**config.mk**
```make
export PLATFORM = sky130hd
export DESIGN_NAME = rvfi_bus_dmem_tracer
export DESIGN_NICKNAME = d
export VERILOG_FILES = /design/src/rtl/rvfi_bus_pkg.sv /design/src/rtl/rvfi_bus_pending_fifo.sv /design/src/rtl/rvfi_bus_dmem_tracer.sv
export SDC_FILE = /design/constraint.sdc
export NUM_CORES = 1
export LEC_CHECK = 0
export ABC_AREA = 1
export BUFFER_PORTS_ARGS = -buffer_cell sky130_fd_sc_hd__buf_2
export CAP_MARGIN = 30
export CORE_MARGIN = 3
export CORE_UTILIZATION = 52
export CTS_CLUSTER_SIZE = 16
export DETAILED_ROUTE_END_ITERATION = 12
export PLACE_DENSITY = 0.79
export SYNTH_ARGS = -nofsm -noshare
export SYNTH_HDL_FRONTEND = slang
export SYNTH_SLANG_ARGS = --single-unit
```
**constraint.sdc**
```tcl
create_clock -name clock -period 6 [get_ports clock]
set_clock_uncertainty 0.2 [all_clocks]
set_input_delay 1.2 -clock clock [delete_from_list [all_inputs] [get_ports clock]]
set_output_delay 1.2 -clock clock [all_outputs]
set_load 0.05 [all_outputs]
```
**src/rtl/rvfi_bus_pkg.sv**
```systemverilog
// rvfi_bus_pkg: shared widths, pending-entry type and byte-mask helper for the dmem tracer
package rvfi_bus_pkg;
  localparam int RVFI_XLEN = 32;
  localparam int RVFI_BUSLEN = 32;
  localparam int BYTES = RVFI_BUSLEN / 8;
  typedef struct packed {
    logic [RVFI_XLEN-1:0] addr;
    logic we;
    logic [BYTES-1:0] be;
    logic [RVFI_BUSLEN-1:0] wdata;
  } rvfi_bus_pending_t;
  function automatic logic [RVFI_BUSLEN-1:0] byte_mask_expand(input logic [BYTES-1:0] be);
    logic [RVFI_BUSLEN-1:0] m;
    for (int i = 0; i < BYTES; i++) m[8*i +: 8] = {8{be[i]}};
    return m;
  endfunction
endpackage

```
**src/rtl/rvfi_bus_pending_fifo.sv**
```systemverilog
// rvfi_bus_pending_fifo: in-order store of accepted bus requests awaiting their response
module rvfi_bus_pending_fifo import rvfi_bus_pkg::*; #(
  parameter int DEPTH = 2
) (
  input  logic clock,
  input  logic reset,
  input  logic push,
  input  logic pop,
  input  rvfi_bus_pending_t din,
  output logic full,
  output logic empty,
  output rvfi_bus_pending_t head
);
  localparam int AW = DEPTH > 1 ? $clog2(DEPTH) : 1;
  localparam int CW = $clog2(DEPTH) + 1;
  rvfi_bus_pending_t mem [DEPTH];
  logic [AW-1:0] rd, wr;
  logic [CW-1:0] count;
  function automatic logic [AW-1:0] inc(input logic [AW-1:0] p);
    return p == AW'(DEPTH - 1) ? '0 : p + AW'(1);
  endfunction
  assign full = count == CW'(DEPTH);
  assign empty = count == '0;
  assign head = mem[rd];
  // entry storage; contents are don't-care until pushed so no reset is needed
  always_ff @(posedge clock) begin
    if (push) mem[wr] <= din;
  end
  // pointers wrap modulo DEPTH; occupancy moves by push minus pop
  always_ff @(posedge clock) begin
    if (reset) begin
      rd <= '0;
      wr <= '0;
      count <= '0;
    end else begin
      if (push) wr <= inc(wr);
      if (pop) rd <= inc(rd);
      count <= count + CW'(push) - CW'(pop);
    end
  end
endmodule

```
**src/rtl/rvfi_bus_dmem_tracer.sv**
```systemverilog
// rvfi_bus_dmem_tracer: passive OBI data-bus monitor emitting one registered RVFI_BUS beat per response
module rvfi_bus_dmem_tracer import rvfi_bus_pkg::*; #(
  parameter int XLEN = RVFI_XLEN,
  parameter int BUSLEN = RVFI_BUSLEN,
  parameter int DEPTH = 2
) (
  input  logic clock,
  input  logic reset,
  input  logic bus_req,
  input  logic bus_gnt,
  input  logic [XLEN-1:0] bus_addr,
  input  logic bus_we,
  input  logic [BUSLEN/8-1:0] bus_be,
  input  logic [BUSLEN-1:0] bus_wdata,
  input  logic bus_rvalid,
  input  logic [BUSLEN-1:0] bus_rdata,
  input  logic bus_err,
  output logic rvfi_bus_valid,
  output logic rvfi_bus_insn,
  output logic rvfi_bus_data,
  output logic rvfi_bus_fault,
  output logic [XLEN-1:0] rvfi_bus_addr,
  output logic [BUSLEN/8-1:0] rvfi_bus_rmask,
  output logic [BUSLEN/8-1:0] rvfi_bus_wmask,
  output logic [BUSLEN-1:0] rvfi_bus_rdata,
  output logic [BUSLEN-1:0] rvfi_bus_wdata,
  output logic protocol_err
);
  rvfi_bus_pending_t entry, head;
  logic accept, empty, full, pop, push, stray, overflow;
  assign accept = bus_req & bus_gnt;
  // a response with nothing pending cannot be paired, even if a request is accepted alongside it
  assign stray = bus_rvalid & empty;
  assign pop = bus_rvalid & ~empty;
  assign overflow = accept & full & ~pop;
  assign push = accept & ~overflow;
  assign entry = '{addr: bus_addr & ~XLEN'(BUSLEN/8 - 1), we: bus_we, be: bus_be,
                   wdata: bus_wdata & byte_mask_expand(bus_be)};
  assign rvfi_bus_insn = 1'b0;
  assign rvfi_bus_data = rvfi_bus_valid;
  rvfi_bus_pending_fifo #(.DEPTH(DEPTH)) u_fifo (
    .clock(clock), .reset(reset), .push(push), .pop(pop), .din(entry),
    .full(full), .empty(empty), .head(head)
  );
  // register the beat formed from the FIFO head; all fields stay zero between beats
  always_ff @(posedge clock) begin
    if (reset) begin
      rvfi_bus_valid <= 1'b0;
      rvfi_bus_fault <= 1'b0;
      rvfi_bus_addr <= '0;
      rvfi_bus_rmask <= '0;
      rvfi_bus_wmask <= '0;
      rvfi_bus_rdata <= '0;
      rvfi_bus_wdata <= '0;
      protocol_err <= 1'b0;
    end else begin
      rvfi_bus_valid <= pop;
      rvfi_bus_fault <= pop & bus_err;
      rvfi_bus_addr <= pop ? head.addr : '0;
      rvfi_bus_rmask <= pop && !head.we ? head.be : '0;
      rvfi_bus_wmask <= pop && head.we ? head.be : '0;
      rvfi_bus_rdata <= pop && !head.we ? bus_rdata & byte_mask_expand(head.be) : '0;
      rvfi_bus_wdata <= pop ? head.wdata : '0;
      protocol_err <= protocol_err | stray | overflow;
    end
  end
endmodule

```
==> flow_summary.ini, run 1 <==
[drt]
num_vias = 5186
via_per_inst = 4.83
first_pass_iters = 4
ant_nets = 0
wl_um = 16000
drc_errors = 0
post_drt_wl_per_cell_um = 14.9
drtIter0Drc = 288

[floorplanning]
die_h_um = 130
start_util = 0.541
die_w_um = 130
rows = 44
die-area_um2 = 16900
core-area_um2 = 14800
ioPinCount = 216

[clock_tree]
cts_max_level = 1
post-cts-setup-buffers = 0
cts_tree = yes
cts_buffers = 24
cts.repair.resized = 0
holdBufCountCts = 0
cts_buffer_depth = 3
clkTransAtPathRegs_ps = 60
cts_root_buffer = clkbuf_16
clock_latency_ps = 500
numClockSinks = 244

[placement]
hpwl_um = 10100
place.gp.congestion = 0.783
io_buffers = 210

[global_routing]
grt_pass1_wl_um = 23900
antenna_found_initial = 1
grt_usage = 0.181
grt.overflow.total = 0
grt_pass1_vias = 4904
grt_max_degree = 73

[timing]
finalHoldViolCount = 0
worst-slew-pin-transition_ps = 792
slew_headroom = 0.471
fmax_ghz = 0.334
finalSetupTns_ps = 0
setup_viol = 0
min_period_ps = 2990
rsz0062_at_grt = false
drv_slew = 0
fin_crit_sh = 0.499

[setup_path]
worstSetupPathType = input port to register
endpoint_kind = register
worstPathMaxFanout = 42
r2r_setup_slack_ps = 3390
slowest_stage = nor2_4
cp.required_ps = 5920
crit_family = simple AND/OR/NAND/NOR gates
crit_top_cell = nand2_1
path_buf_inv = 2
cp.arrival_ps = 2920
cp-start-kind = input port
max_stage_delay_ps = 650
crit_path_cell_trace = buf_2, nor2_1, nand2_1, nand2_1, nor2_4, buf_4

[cells_and_area]
final_nets = 978
syn_to_final_growth_pct = 24.3
seqCellArea_um2 = 6230
multi_input_comb_area_um2 = 1400
drive_gt1_frac = 0.295
postLayoutCoreUtil = 0.673
fillers = 1077

[yosys]
postSynth.asyncResetShare = 0
synth_flop_cell = edfxtp_1
synth_edf_count = 134
yosys.cell_types.count = 20
avgSynthCellArea_um2 = 12.1
syn_inst = 660
yosys_warnings = 0
netlist_area_um2 = 8010
ys_ff_latch = 244
ys_seq_area_frac = 0.777

[status]
status = finished clean

[run]
maxCapViolCount = 0

[power_and_ir_drop]
ir_worst_vdd_uv = 230
powerDensity_nw_per_um2 = 352
p_leak_nw = 4.52

[worst_hold_path]
hold_class = register to register
[tightest hold or removal path: stages (launching register included)]
cell	delay (ps)
dfxtp_1	300
inv_1	80
a21oi_1	60
[cell usage in the layout, fill, tap and decap left out]
master / instances
a21oi_1: 68
buf_2: 210
buf_4: 5
bufinv_16: 1
clkbuf_1: 4
clkbuf_16: 26
clkbuf_8: 8
clkinv_2: 3
clkinvlp_4: 1
conb_1: 3
dfxtp_1: 109
dfxtp_2: 1
diode_2: 1
edfxtp_1: 134
inv_1: 47
inv_2: 2
nand2_1: 205
nand3_1: 2
nand3_4: 1
nand4_1: 1
nor2_1: 47
nor2_4: 3
o21ai_0: 6
o21ai_2: 1
[area by class of cell]
type                            instances  area share
Inverter                               49      0.0185
Multi-Input combinational cell        337       0.141
Timing Repair Buffer                  215       0.109
Clock buffer                           38      0.0779
Sequential cell                       244       0.625
Clock inverter                          5     0.00527
Tap cell                              184      0.0231
Antenna cell                            1    0.000251
[kinds of logic (layout without fill, tap and decap cells)]
kind of cell | Yosys count | in the layout | share of synthesized area
and+or+nand+nor | 259 | 259 | 0.125
buffers and inverters | 81 | 307 | 0.0507
DFF | 244 | 244 | 0.777
other | 1 | 4 | 0.000468
AOI/OAI and AO/OA | 75 | 75 | 0.0473
[cells in the mapped netlist (2+ instances only)]
library cell / n / share of area
buf_6: 5 / 0.0070
a21oi_1: 68 / 0.042
nand2_1: 205 / 0.096
edfxtp_1: 134 / 0.50
inv_2: 2 / 0.00094
clkbuf_8: 4 / 0.0069
inv_1: 47 / 0.022
buf_4: 6 / 0.0056
nor2_1: 49 / 0.023
dfxtp_1: 110 / 0.27
nand3_1: 2 / 0.0012
clkbuf_1: 15 / 0.0070
o21ai_0: 6 / 0.0037
[routing by layer]
layer / wire length, um / vias up / global-route usage
li1: - / 2562 / -
met1: 6320 / 2400 / 0.209
met2: 8170 / 188 / 0.329
met3: 1120 / 36 / 0.0409
met4: 435 / 0 / 0.0654
met5: 0 / - / 0
[state kept, by name, summed over array words and instances (netlist names), named ones only]
| register | cells |
|---|---|
| u_fifo.wr | 1 |
| protocol_err | 1 |
| rvfi_bus_wdata | 32 |
| u_fifo.count | 2 |
| rvfi_bus_data | 1 |
| u_fifo.mem | 134 |
| rvfi_bus_addr | 30 |
| rvfi_bus_rdata | 32 |
| rvfi_bus_rmask | 4 |
| rvfi_bus_fault | 1 |
| u_fifo.rd | 1 |
| rvfi_bus_wmask | 4 |
[per-stage QoR]
stage / hold WS [ps] / area, um2 / instances / setup WS (ps) / power [mW]
2_1_floorplan: 247 / 8020 / 662 / 1100 / 1.97
3_3_place_gp: 250 / 9130 / 1029 / 2510 / 2.03
3_5_place_dp: 263 / 9130 / 1029 / 2460 / 2.04
4_1_cts: 272 / 9960 / 1072 / 2990 / 3.54
5_1_grt: 318 / 9960 / 1073 / 2890 / 3.64
6_report: 276 / 9960 / 1073 / 3010 / 3.51
[power by group]
group,internal (mW),switching [mW]
registers,1.81,0.0110
logic,0.0528,0.131
clock network,0.927,0.576
[worst paths after layout]
| path | startpoint | end | depth (start not counted) |
|---|---|---|---|
| worst max-delay path | bus_rvalid | u_fifo.mem[0][32]$_DFFE_PP_ | 6 |
| worst min register to register | u_fifo.rd$_SDFFE_PP0P_ | register | 2 |
| worst max register to register | u_fifo.count[0]$_SDFF_PP0_ | u_fifo.mem[0][32]$_DFFE_PP_ | 5 |
| worst min-delay path | u_fifo.rd$_SDFFE_PP0P_ | register | 2 |
(Power assumes the default switching activity.)
==> run 2: changes to the inputs <==
--- a/config.mk
+++ b/config.mk
@@ -9,10 +9,10 @@
 export BUFFER_PORTS_ARGS = -buffer_cell sky130_fd_sc_hd__buf_2
 export CAP_MARGIN = 30
 export CORE_MARGIN = 3
-export CORE_UTILIZATION = 52
+export CORE_UTILIZATION = 47
 export CTS_CLUSTER_SIZE = 16
 export DETAILED_ROUTE_END_ITERATION = 12
-export PLACE_DENSITY = 0.79
+export PLACE_DENSITY = 0.75
 export SYNTH_ARGS = -nofsm -noshare
 export SYNTH_HDL_FRONTEND = slang
 export SYNTH_SLANG_ARGS = --single-unit
==> constraint.sdc (replaced) <==
create_clock -name clock -period 2.75 [get_ports clock]
set_clock_uncertainty 0.2 [all_clocks]
set_input_delay 0.55 -clock clock [delete_from_list [all_inputs] [get_ports clock]]
set_output_delay 0.55 -clock clock [all_outputs]
set_load 0.05 [all_outputs]
==> run 2 against run 1 <==
First-iteration DRC count fell by 28%. Total power increased by 120%. Via count fell by 1.5%. Worst setup slack worse by 2200 ps. Register-to-register slack worse by 2600 ps. Sequential power increased by 120%. Utilization fell by 7.1 points. Non-clock buffer count is 4 higher. Hold slack got worse by 250 ps. Critical path type is now register to register. Largest power group unchanged. Highest routed layer is now met5.
==> flow_summary.ini, run 2 (synthesis results as in run 1) <==
[drt]
first_pass_iters = 5
via_per_inst = 4.58
wl_um = 16100
ant_nets = 0
drtIter0Drc = 207
dr.max_layer_used = met5
met2_length_um = 8050
num_vias = 5107
m1WireLength_um = 6460
drc_errors = 0
post_drt_wl_per_cell_um = 14.4
dr_wl_met3_um = 1260

[floorplanning]
core-area_um2 = 16600
start_util = 0.482
rows = 47
die-area_um2 = 18700
ioPinCount = 216
die_w_um = 137
die_h_um = 137

[cells_and_area]
syn_to_final_growth_pct = 25.0
final_nets = 983
largest_register_ffs = 134
drive_gt1_frac = 0.293
most-common-layout-cells = buf_2 (210), nand2_1 (205), edfxtp_1 (134), dfxtp_1 (109), a21oi_1 (68)
postLayoutCoreUtil = 0.602
final_common_cell = buf_2
regMostFlops = u_fifo.mem
fin_cells = 1116
reg_top3 = u_fifo.mem x134, rvfi_bus_rdata x32, rvfi_bus_wdata x32

[global_routing]
grt_max_degree = 63
antenna_found_initial = 1
grt_pass1_wl_um = 23900
grt.overflow.total = 0
grt_usage = 0.163
grt_pass1_vias = 4739

[setup_path]
cp.arrival_ps = 1880
worstPathMaxFanout = 34
endpoint_kind = register
worstSetupPathType = register to register
cp.required_ps = 2700
cp-start-kind = register

[power_and_ir_drop]
ir_worst_vdd_uv = 490
powerDensity_nw_per_um2 = 755
p_leak_nw = 4.52

[clock_tree]
clkTransAtPathRegs_ps = 60
holdBufCountCts = 0
cts_buffer_depth = 3
cts_buffers = 25
cts.repair.resized = 0
cts_tree = yes
numClockSinks = 244
clock_latency_ps = 500
cts_max_level = 1
cts_root_buffer = clkbuf_16
post-cts-setup-buffers = 0

[run]
maxCapViolCount = 0

[timing]
finalHoldViolCount = 0
setup_viol = 0
worst-slew-pin-transition_ps = 709
fin_crit_sh = 0.702
min_period_ps = 1930
rsz0062_at_grt = false
slew_headroom = 0.527
fmax_ghz = 0.518
drv_slew = 0

[placement]
place.gp.congestion = 0.701
hpwl_um = 9990
io_buffers = 210
place_inst = 1069

[status]
status = finished clean

[worst_hold_path]
hold_class = input port to register
-- run 2: cell count changes in the layout (fill, tap and decap cells not counted), sizes merged --
cell      delta
clkinvlp     -1
inv          +2
buf          +4
clkinv       +2
-- run 2: path summary, 6_finish.rpt --
| kind | from | end | slack [ps] | depth (start not counted) |
|---|---|---|---|---|
| worst max-delay path | u_fifo.count[0]$_SDFF_PP0_ | u_fifo.mem[0][5]$_DFFE_PP_ | 820 | 5 |
| worst min-delay path | bus_addr[10] | u_fifo.mem[1][45]$_DFFE_PP_ | 30 | 1 |
| worst max register to register | u_fifo.count[0]$_SDFF_PP0_ | u_fifo.mem[0][5]$_DFFE_PP_ | 820 | 5 |
| worst min register to register | u_fifo.rd$_SDFFE_PP0P_ | register | 270 | 2 |
-- run 2: layout make-up --
type,instances,area [um2]
Clock inverter,8,70.1
Inverter,49,184
Timing Repair Buffer,219,1130
Fill cell,1334,6620
Sequential cell,244,6230
Antenna cell,1,2.50
Clock buffer,38,724
Tap cell,220,275
Multi-Input combinational cell,337,1400
-- run 2: critical path, stage by stage (launching register included) --
cell     delay (ps)
dfxtp_1         440
nor2_1          120
nand2_1          70
nand2_1         160
nor2_4          130
buf_4           420
-- run 2: routing by layer --
metal  global-route usage  up-vias
met4               0.0465        2
met1                0.195     2332
li1                     -     2573
met2                0.292      170
met3               0.0412       30
met5                    0        -
-- run 2: through the flow --
stage / hold slack (ps) / setup WS, ps / power (mW) / TNS [ps] / instance area, um2
after floorplan: 247 / -393 / 4.30 / -52590 / 8030
after global placement: 250 / 646 / 4.44 / 0 / 9220
after detailed placement: 261 / 609 / 4.46 / 0 / 9220
after CTS: 10.1 / 807 / 7.65 / 0 / 10000
after global routing: 9.73 / 742 / 7.85 / 0 / 10000
final: 28.6 / 819 / 7.56 / 0 / 10000
-- run 2: power by group --
part           switching, mW  internal [mW]
clock                   1.28           1.91
combinational          0.287          0.119
sequential            0.0235           3.94
total                   1.59           5.97
